==> config.mk <==
export PLATFORM = sky130hd
export DESIGN_NAME = i2s_rx_master
export DESIGN_NICKNAME = d
export VERILOG_FILES = /design/src/rtl/i2s_rx_master.sv
export SDC_FILE = /design/constraint.sdc
export NUM_CORES = 1
export LEC_CHECK = 0
export ABC_AREA = 0
export BUFFER_PORTS_ARGS = -buffer_cell sky130_fd_sc_hd__buf_2
export CAP_MARGIN = 0
export CORE_MARGIN = 4
export CORE_UTILIZATION = 25
export CTS_CLUSTER_DIAMETER = 50
export DETAILED_ROUTE_END_ITERATION = 10
export GPL_TIMING_DRIVEN = 0
export HOLD_SLACK_MARGIN = 0.12
export PLACE_DENSITY = 0.5
export SETUP_SLACK_MARGIN = 0.02
export SLEW_MARGIN = 20
export SYNTH_ARGS = -nofsm -noshare
export SYNTH_HDL_FRONTEND = slang
export SYNTH_SLANG_ARGS = --single-unit
==> constraint.sdc <==
create_clock -name clk -period 5.3 [get_ports clk]
set_input_delay 0.53 -clock clk [delete_from_list [all_inputs] [get_ports clk]]
set_output_delay 0.53 -clock clk [all_outputs]
set_load 0.02 [all_outputs]
==> src/rtl/i2s_rx_master.sv <==
// rtl/i2s_rx_master.sv - I2S bus-master receiver: SCK/WS generation, stereo frame capture, valid/ready output
module i2s_rx_master #(
    parameter int SAMPLE_W = 32,
    parameter int SLOT_W   = 32,
    parameter int CLK_DIV  = 4
) (
    input  logic                  clk,
    input  logic                  rst_n,
    input  logic                  en,
    input  logic                  sd_i,
    output logic                  sck_o,
    output logic                  ws_o,
    output logic                  out_vld,
    input  logic                  out_rdy,
    output logic [2*SAMPLE_W-1:0] out_data,
    output logic [15:0]           ovf_cnt
);
    localparam int DIV_W = $clog2(CLK_DIV);
    localparam int BC_W  = $clog2(2 * SLOT_W);

    localparam logic [DIV_W-1:0] DIV_LAST = DIV_W'(CLK_DIV - 1);
    localparam logic [DIV_W-1:0] DIV_ONE  = DIV_W'(1);
    localparam logic [BC_W-1:0]  BC_LAST  = BC_W'(2 * SLOT_W - 1);
    localparam logic [BC_W-1:0]  BC_ONE   = BC_W'(1);
    localparam logic [BC_W-1:0]  SLOT     = BC_W'(SLOT_W);
    localparam logic [BC_W-1:0]  SAMP     = BC_W'(SAMPLE_W);

    logic [DIV_W-1:0]    div_cnt;
    logic [BC_W-1:0]     bc;
    logic [SAMPLE_W-1:0] left_sr;
    logic [SAMPLE_W-1:0] right_sr;
    logic                armed;

    logic                tick;
    logic                rise;
    logic                fall;
    logic [BC_W-1:0]     bc_next;
    logic [BC_W-1:0]     rel;
    logic                cap_left;
    logic                cap_right;
    logic                complete;
    logic [SAMPLE_W-1:0] right_next;

    // SCK edge events and slot decode; rel is bc measured from the start of the right slot
    always_comb begin
        tick       = en && (div_cnt == DIV_LAST);
        rise       = tick && !sck_o;
        fall       = tick && sck_o;
        bc_next    = (bc == BC_LAST) ? '0 : bc + BC_ONE;
        rel        = (bc >= SLOT) ? bc - SLOT : bc + SLOT;
        cap_left   = rise && (bc != '0) && (bc <= SAMP);
        cap_right  = rise && (rel != '0) && (rel <= SAMP);
        complete   = rise && armed && (rel == SAMP);
        right_next = (right_sr << 1) | SAMPLE_W'(sd_i);
    end

    // Clock divider, bit clock, bit counter and word select; all held at zero while disabled
    always_ff @(posedge clk or negedge rst_n) begin
        if (!rst_n) begin
            div_cnt <= '0;
            sck_o   <= 1'b0;
            ws_o    <= 1'b0;
            bc      <= '0;
        end else if (!en) begin
            div_cnt <= '0;
            sck_o   <= 1'b0;
            ws_o    <= 1'b0;
            bc      <= '0;
        end else begin
            div_cnt <= tick ? '0 : div_cnt + DIV_ONE;
            if (tick) begin
                sck_o <= !sck_o;
            end
            if (fall) begin
                bc   <= bc_next;
                ws_o <= (bc_next >= SLOT);
            end
        end
    end

    // Sample shift registers; armed marks that a full left word has started since enable
    always_ff @(posedge clk or negedge rst_n) begin
        if (!rst_n) begin
            left_sr  <= '0;
            right_sr <= '0;
            armed    <= 1'b0;
        end else if (!en) begin
            left_sr  <= '0;
            right_sr <= '0;
            armed    <= 1'b0;
        end else begin
            if (cap_left) begin
                left_sr <= (left_sr << 1) | SAMPLE_W'(sd_i);
                if (bc == BC_ONE) begin
                    armed <= 1'b1;
                end
            end
            if (cap_right) begin
                right_sr <= right_next;
            end
        end
    end

    // Output holding register: load on completion when free, otherwise drop and count
    always_ff @(posedge clk or negedge rst_n) begin
        if (!rst_n) begin
            out_vld  <= 1'b0;
            out_data <= '0;
            ovf_cnt  <= '0;
        end else if (complete && (!out_vld || out_rdy)) begin
            out_vld  <= 1'b1;
            out_data <= {left_sr, right_next};
        end else begin
            if (out_vld && out_rdy) begin
                out_vld <= 1'b0;
            end
            if (complete && (ovf_cnt != 16'hFFFF)) begin
                ovf_cnt <= ovf_cnt + 16'd1;
            end
        end
    end
endmodule

## Word-level counts from Yosys, hierarchy flattened

Index checks and enable logic that the tools add are counted.
Widths: inputs -> output; s select.

| word-level totals | value |
|---|---|
| word-level logic and storage cells | 71 |
| register bits | 155 |
| bits in read-only memories | 0 |
| memories | 0 |
| latch bits | 0 |
| memory bits (writable) | 0 |
| input bits | 5 |

| cells by class | value |
|---|---|
| equal/unequal tests | 10 |
| shifts and indexed selects | 0 |
| reduce and logical (&&, ||, !) cells | 20 |
| div/mod/pow operators | 0 |
| mux-type cells | 19 |
| add/sub/neg operators | 5 |
| bitwise operators | 3 |
| order comparisons | 4 |
| multiply operators | 0 |

Operators by type and width:

| kind | number |
|---|---|
| $mux 32 | 2 |
| $or 32x1->32 | 2 |
| $mux 31 | 2 |
| $mux 6 | 4 |
| $add 16x1->16 const B | 1 |
| $ne 16x16->1 const B | 1 |
| $eq 6x6->1 const B | 2 |
| $ge 6x6->1 const B | 2 |
| $le 6x6->1 const B | 2 |
| $logic_and 1x1->1 | 12 |
| $reduce_bool 6->1 | 2 |
| $ne 2x1->1 const B | 5 |
| $mux 1 | 9 |
| $add 6x1->6 const B | 1 |
| $add 6x6->6 const B | 1 |
| $eq 6x1->1 const B | 1 |
| $sub 6x6->6 const B | 1 |
| $mux 2 | 2 |
| $reduce_and 2->1 | 2 |
| $add 2x1->2 const B | 1 |
| $eq 2x2->1 const B | 1 |
| $logic_not 1->1 | 2 |
| $reduce_bool 2->1 | 1 |
| $logic_or 1x1->1 | 1 |
| $not 1->1 | 1 |

## Logic depth before layout (Yosys ltp)

| logic depth | value |
|---|---|
| word-level depth | 8 |
| depth in mapped cells | 7 |

## Worst setup path before layout

Ideal clock, no wire load.

| path | value |
|---|---|
| path kind | register to register |
| start | register bc[0] |
| end | register ovf_cnt[14] |
| clock period less this slack | 2.501 ns |
| setup slack | 2.799 ns |
| path buffers | 1 |
| data required time | 5.172 ns |
| arrival | 2.373 ns |
| stages on the path, launching flop included | 8 |
| cells stage by stage | dfrtp_1 > inv_1 > ha_1 > or4b_4 > or4_4 > buf_6 > nor4_1 > mux2_1 |

| on the way | value |
|---|---|
| word-level cells in the longest chain between the ends | 7 |
| elaborated cells on any way between the ends | 10 |
| those cells by class | 2 x add/sub; 1 x order compare; 1 x eq/ne; 1 x mux; 1 x bitwise; 4 x reduce/logical |

Ends and longest elaborated chain:

| item | RTL line | text |
|---|---|---|
| start, declared | 29 | `logic [BC_W-1:0] bc;` |
| start signal, assigned | 75 | `bc <= bc_next;` |
| $add 6x6->6, or another cell as far along | 50 | `rel = (bc >= SLOT) ? bc - SLOT : bc + SLOT;` |
| $mux 6 (*) | 50 |  |
| $eq 6x6->1 (*) | 53 | `complete = rise && armed && (rel == SAMP);` |
| $logic_and 1x1->1 (*) | 53 |  |
| $logic_and 1x1->1 | 110 | `end else if (complete && (!out_vld \|\| out_rdy)) begin` |
| $not 1->1 (no source line) | - |  |
| $reduce_and 2->1 (no source line) (*) | - |  |
| end signal, assigned | 118 | `ovf_cnt <= ovf_cnt + 16'd1;` |
| end, declared | 16 | `output logic [15:0] ovf_cnt` |

Every way passes the cells marked *; elsewhere a longest branch is shown, timed or not.
A chain may end at the register's enable or synchronous reset.

## Worst setup path after layout

| path | value |
|---|---|
| start | register bc[2] |
| end | register out_data[35] |

| on the way | value |
|---|---|
| word-level cells in the longest chain between the ends | 5 |
| elaborated cells on any way between the ends | 7 |
| those cells by class | 2 x add/sub; 1 x order compare; 1 x eq/ne; 1 x mux; 2 x reduce/logical |

Ends and longest elaborated chain:

| item | RTL line | text |
|---|---|---|
| $add 6x6->6, or another cell as far along | 50 |  |
| $mux 6 (*) | 50 |  |
| $eq 6x6->1 (*) | 53 |  |
| $logic_and 1x1->1 (*) | 53 |  |
| $logic_and 1x1->1 (*) | 110 |  |
| end signal, assigned | 112 | `out_data <= {left_sr, right_next};` |
| end, declared | 15 | `output logic [2*SAMPLE_W-1:0] out_data,` |

Marks and branches as above.

==> results by group <==
Outcome
  – Status: finished, final reports clean

Critical path
  – Worst-path cell chain: nor3_1, nand3_1, nor3b_1, clkbuf_1, buf_2, mux2_2
  – Crit path DAT: 3.14 ns
  – Kind of critical path: reg2reg
  – Crit path max-delay family: buffers and inverters
  – Critical path required time: 5.60 ns
  – Max FO, Critical Path: 10
  – Critical path buffers and inverters: 2
  – CP peak stage delay: 0.56 ns
  – Startpoint Class: flip-flop
  – Worst Setup End Kind: flip-flop
  – Slowest cell on the critical path: clkbuf_1

Clock tree
  – Bufs on Longest Clock Path: 2
  – Post-CTS Setup Bufs: 0
  – CTS sink count: 155
  – CTS tree: built
  – H-tree depth: 4
  – Clock Root Buffer: clkbuf_16
  – Reg clk slew, reported paths: 0.06 ns
  – Worst-Skew Late Latency: 0.42 ns
  – CTS buffer count: 17

Global routing
  – GR Util met3: 3.503%
  – Met1 Use GR: 14.32%
  – Met2 GRT Util: 16.26%
  – Largest net degree at the start of global routing: 83
  – Grt total ovfl: 0
  – First-pass GRT wire length: 24430 um
  – Initial antenna violation count: 1
  – Global route hottest layer: met2
  – Tot GR Track Use: 10.61%
  – Vias in the first global route: 4542

Floorplan
  – Row count: 58
  – Core ar.: 25250 um2
  – Initial Util: 25.53%
  – Die Ht: 168.6 um
  – Die Span X: 168.6 um
  – IO Count: 88
  – Die area: 28420 um2

Placed design
  – Placed inst area: 7327 um2
  – Gpl congestion: 0.7615
  – I/O Buffers: 86
  – Detailed placement HPWL: 9744 um

Drt
  – WL/cell: 14.71 um
  – Vias/cell: 4.514
  – Via count: 4428
  – DRC viols: 0
  – Drt pass-1 iters: 4
  – DRT iter0 DRCs: 254
  – Antenna Nets Post-Route: 0
  – Post-Route WL: 14430 um

Power and ir drop
  – Leak: 3.774 nW
  – Tot Pwr: 0.002467 W
  – PD cells: 311.4 nW/um2
  – Maximum VDD drop: 162.6 uV

STA
  – Final period util: 53.57%
  – Max-slew headroom: 36.66%
  – Pins over their slew limit: 0
  – Final min period: 2.839 ns
  – Pin slew with the least headroom to its limit: 0.9423 ns
  – Fmax: 352.2 MHz
  – Clock skew: 0.01119 ns
  – Final setup vio count: 0
  – Hold slack: 0.4314 ns
  – RSZ-0062 raised after global routing: false
  – Setup TNS: 0 ns
  – Fin. Hold Viols: 0

Synth
  – Syn Nets: 541
  – Post-synth EDFFs: 0
  – Cell Area, Synth: 6446 um2
  – YS warnings: 0
  – Post-synth top flop: dfrtp_1
  – Register area share after synthesis: 60.17%
  – Cell variety after synth: 39
  – Yosys reg bits: 155
  – Async S/R FF share, synth: 100.0%
  – Gate Count Post-Synth: 531
  – Syn avg cell area: 12.14 um2

Cells and area
  – Layout cells sized above 1: 30.88%
  – Most common cell after layout, fill and taps aside: dfrtp_1
  – Post-route cell area: 7920 um2
  – Final nets: 648
  – Diodes inserted: 0
  – Most frequent cells in the layout: dfrtp_1, buf_2, mux2_2
  – Fillers: 2628
  – Area grow syn2layout: 22.86%
  – Area of the multi-input gates: 2391 um2
  – Sequential cell area: 3879 um2

Flow run
  – Maxcap violations: 0

Hold path
  – Worst hold path class: in2reg
[through the flow]
stage	worst slack [ns]	instances	utilization [%]
finish	2.461	981	31.36
global route	2.196	981	31.36
CTS	2.400	981	31.36
detailed placement	2.196	948	29.01
global placement	1.156	947	28.86
floorplan	2.799	531	-
[cell families after synthesis]
group / share of synthesized area (%)
and+or+nand+nor: 9.317
buffers and inverters: 2.737
muxes: 16.52
xor gates and xnor gates: 2.038
adders and majority gates: 0.9705
DFF: 60.17
AOI/OAI and AO/OA: 8.249
[tightest hold or removal path: stages]
cell and delay [ns]:
buf_2 0.15, inv_1 0.06, mux2i_1 0.06
[layout make-up]
type	count	area share (%)
Sequential cell	155	48.97
Multi-Input combinational cell	334	30.19
Timing Repair Buffer	88	6.035
Clock buffer	19	5.719
Tap cell	330	5.213
Buffer	34	1.848
Clock inverter	13	1.643
Inverter	8	0.3791
[Yosys cell counts (all sizes together) (2+ instances only)]
| master | count | area (um2) |
|---|---|---|
| a21oi | 39 | 195.2 |
| inv | 7 | 26.28 |
| buf | 10 | 56.30 |
| o21ai | 37 | 185.2 |
| a211oi | 2 | 15.01 |
| or3 | 2 | 12.51 |
| ha | 5 | 62.56 |
| and3 | 4 | 25.02 |
| mux2i | 31 | 310.3 |
| nor4 | 4 | 37.53 |
| mux2 | 67 | 754.5 |
| xor2 | 6 | 52.55 |
| nand4 | 2 | 12.51 |
| a31o | 2 | 17.52 |
| nand2b | 3 | 18.77 |
| nor3 | 4 | 20.02 |
| dfrtp | 155 | 3879 |
| nor2 | 8 | 30.03 |
| nor3b | 2 | 15.01 |
| xnor2 | 9 | 78.83 |
| nand3 | 44 | 220.2 |
| clkbuf | 24 | 90.09 |
| nand2 | 43 | 161.4 |
| o22ai | 2 | 12.51 |
| o211ai | 4 | 30.03 |
| o2111ai | 3 | 26.28 |
| a31oi | 3 | 18.77 |
[final timing paths]
path | from | end | slack (ns) | cells past startpoint
hold / removal | sd_i | right_sr[0]$_DFFE_PN0P_ | 0.43 | 3
setup reg to reg | bc[2]$_DFFE_PN0P_ | out_data[35]$_DFFE_PN0P_ | 2.46 | 6
min in group asynchronous | rst_n | ovf_cnt[8]$_DFFE_PN0P_ | 0.64 | 2
max in group asynchronous | rst_n | left_sr[28]$_DFFE_PN0P_ | 3.83 | 3
setup / recovery | bc[2]$_DFFE_PN0P_ | out_data[35]$_DFFE_PN0P_ | 2.46 | 6
hold reg to reg | div_cnt[0]$_DFF_PN0_ | div_cnt[0]$_DFF_PN0_ | 0.44 | 1
[timing repair]
action | CTS | global route
endpoints found under the hold margin | 64 | 0
setup endpoints to repair | 0 | 0
hold buffers | 1 | 0
gates resized for setup | 0 | 0
[layer usage]
layer / up-vias / share of wire (%)
li1: 2117 / -
met3: 12 / 5.3
met5: - / 0
met4: 0 / 1.3
met1: 2209 / 48
met2: 90 / 45
[flip-flops by register name, summed over array words and instances (netlist names)]
name	flops
out_vld	1
left_sr	32
div_cnt	2
right_sr	31
bc	6
sck_o	1
out_data	64
ovf_cnt	16
armed	1
ws_o	1
[power breakdown]
group	internal, W	total [W]	switching, W
Clock	0.000684	0.00121	0.000530
Sequential	0.00119	0.00119	0.00000380
Combinational	0.0000151	0.0000631	0.0000480
(Power assumes the default switching activity.)
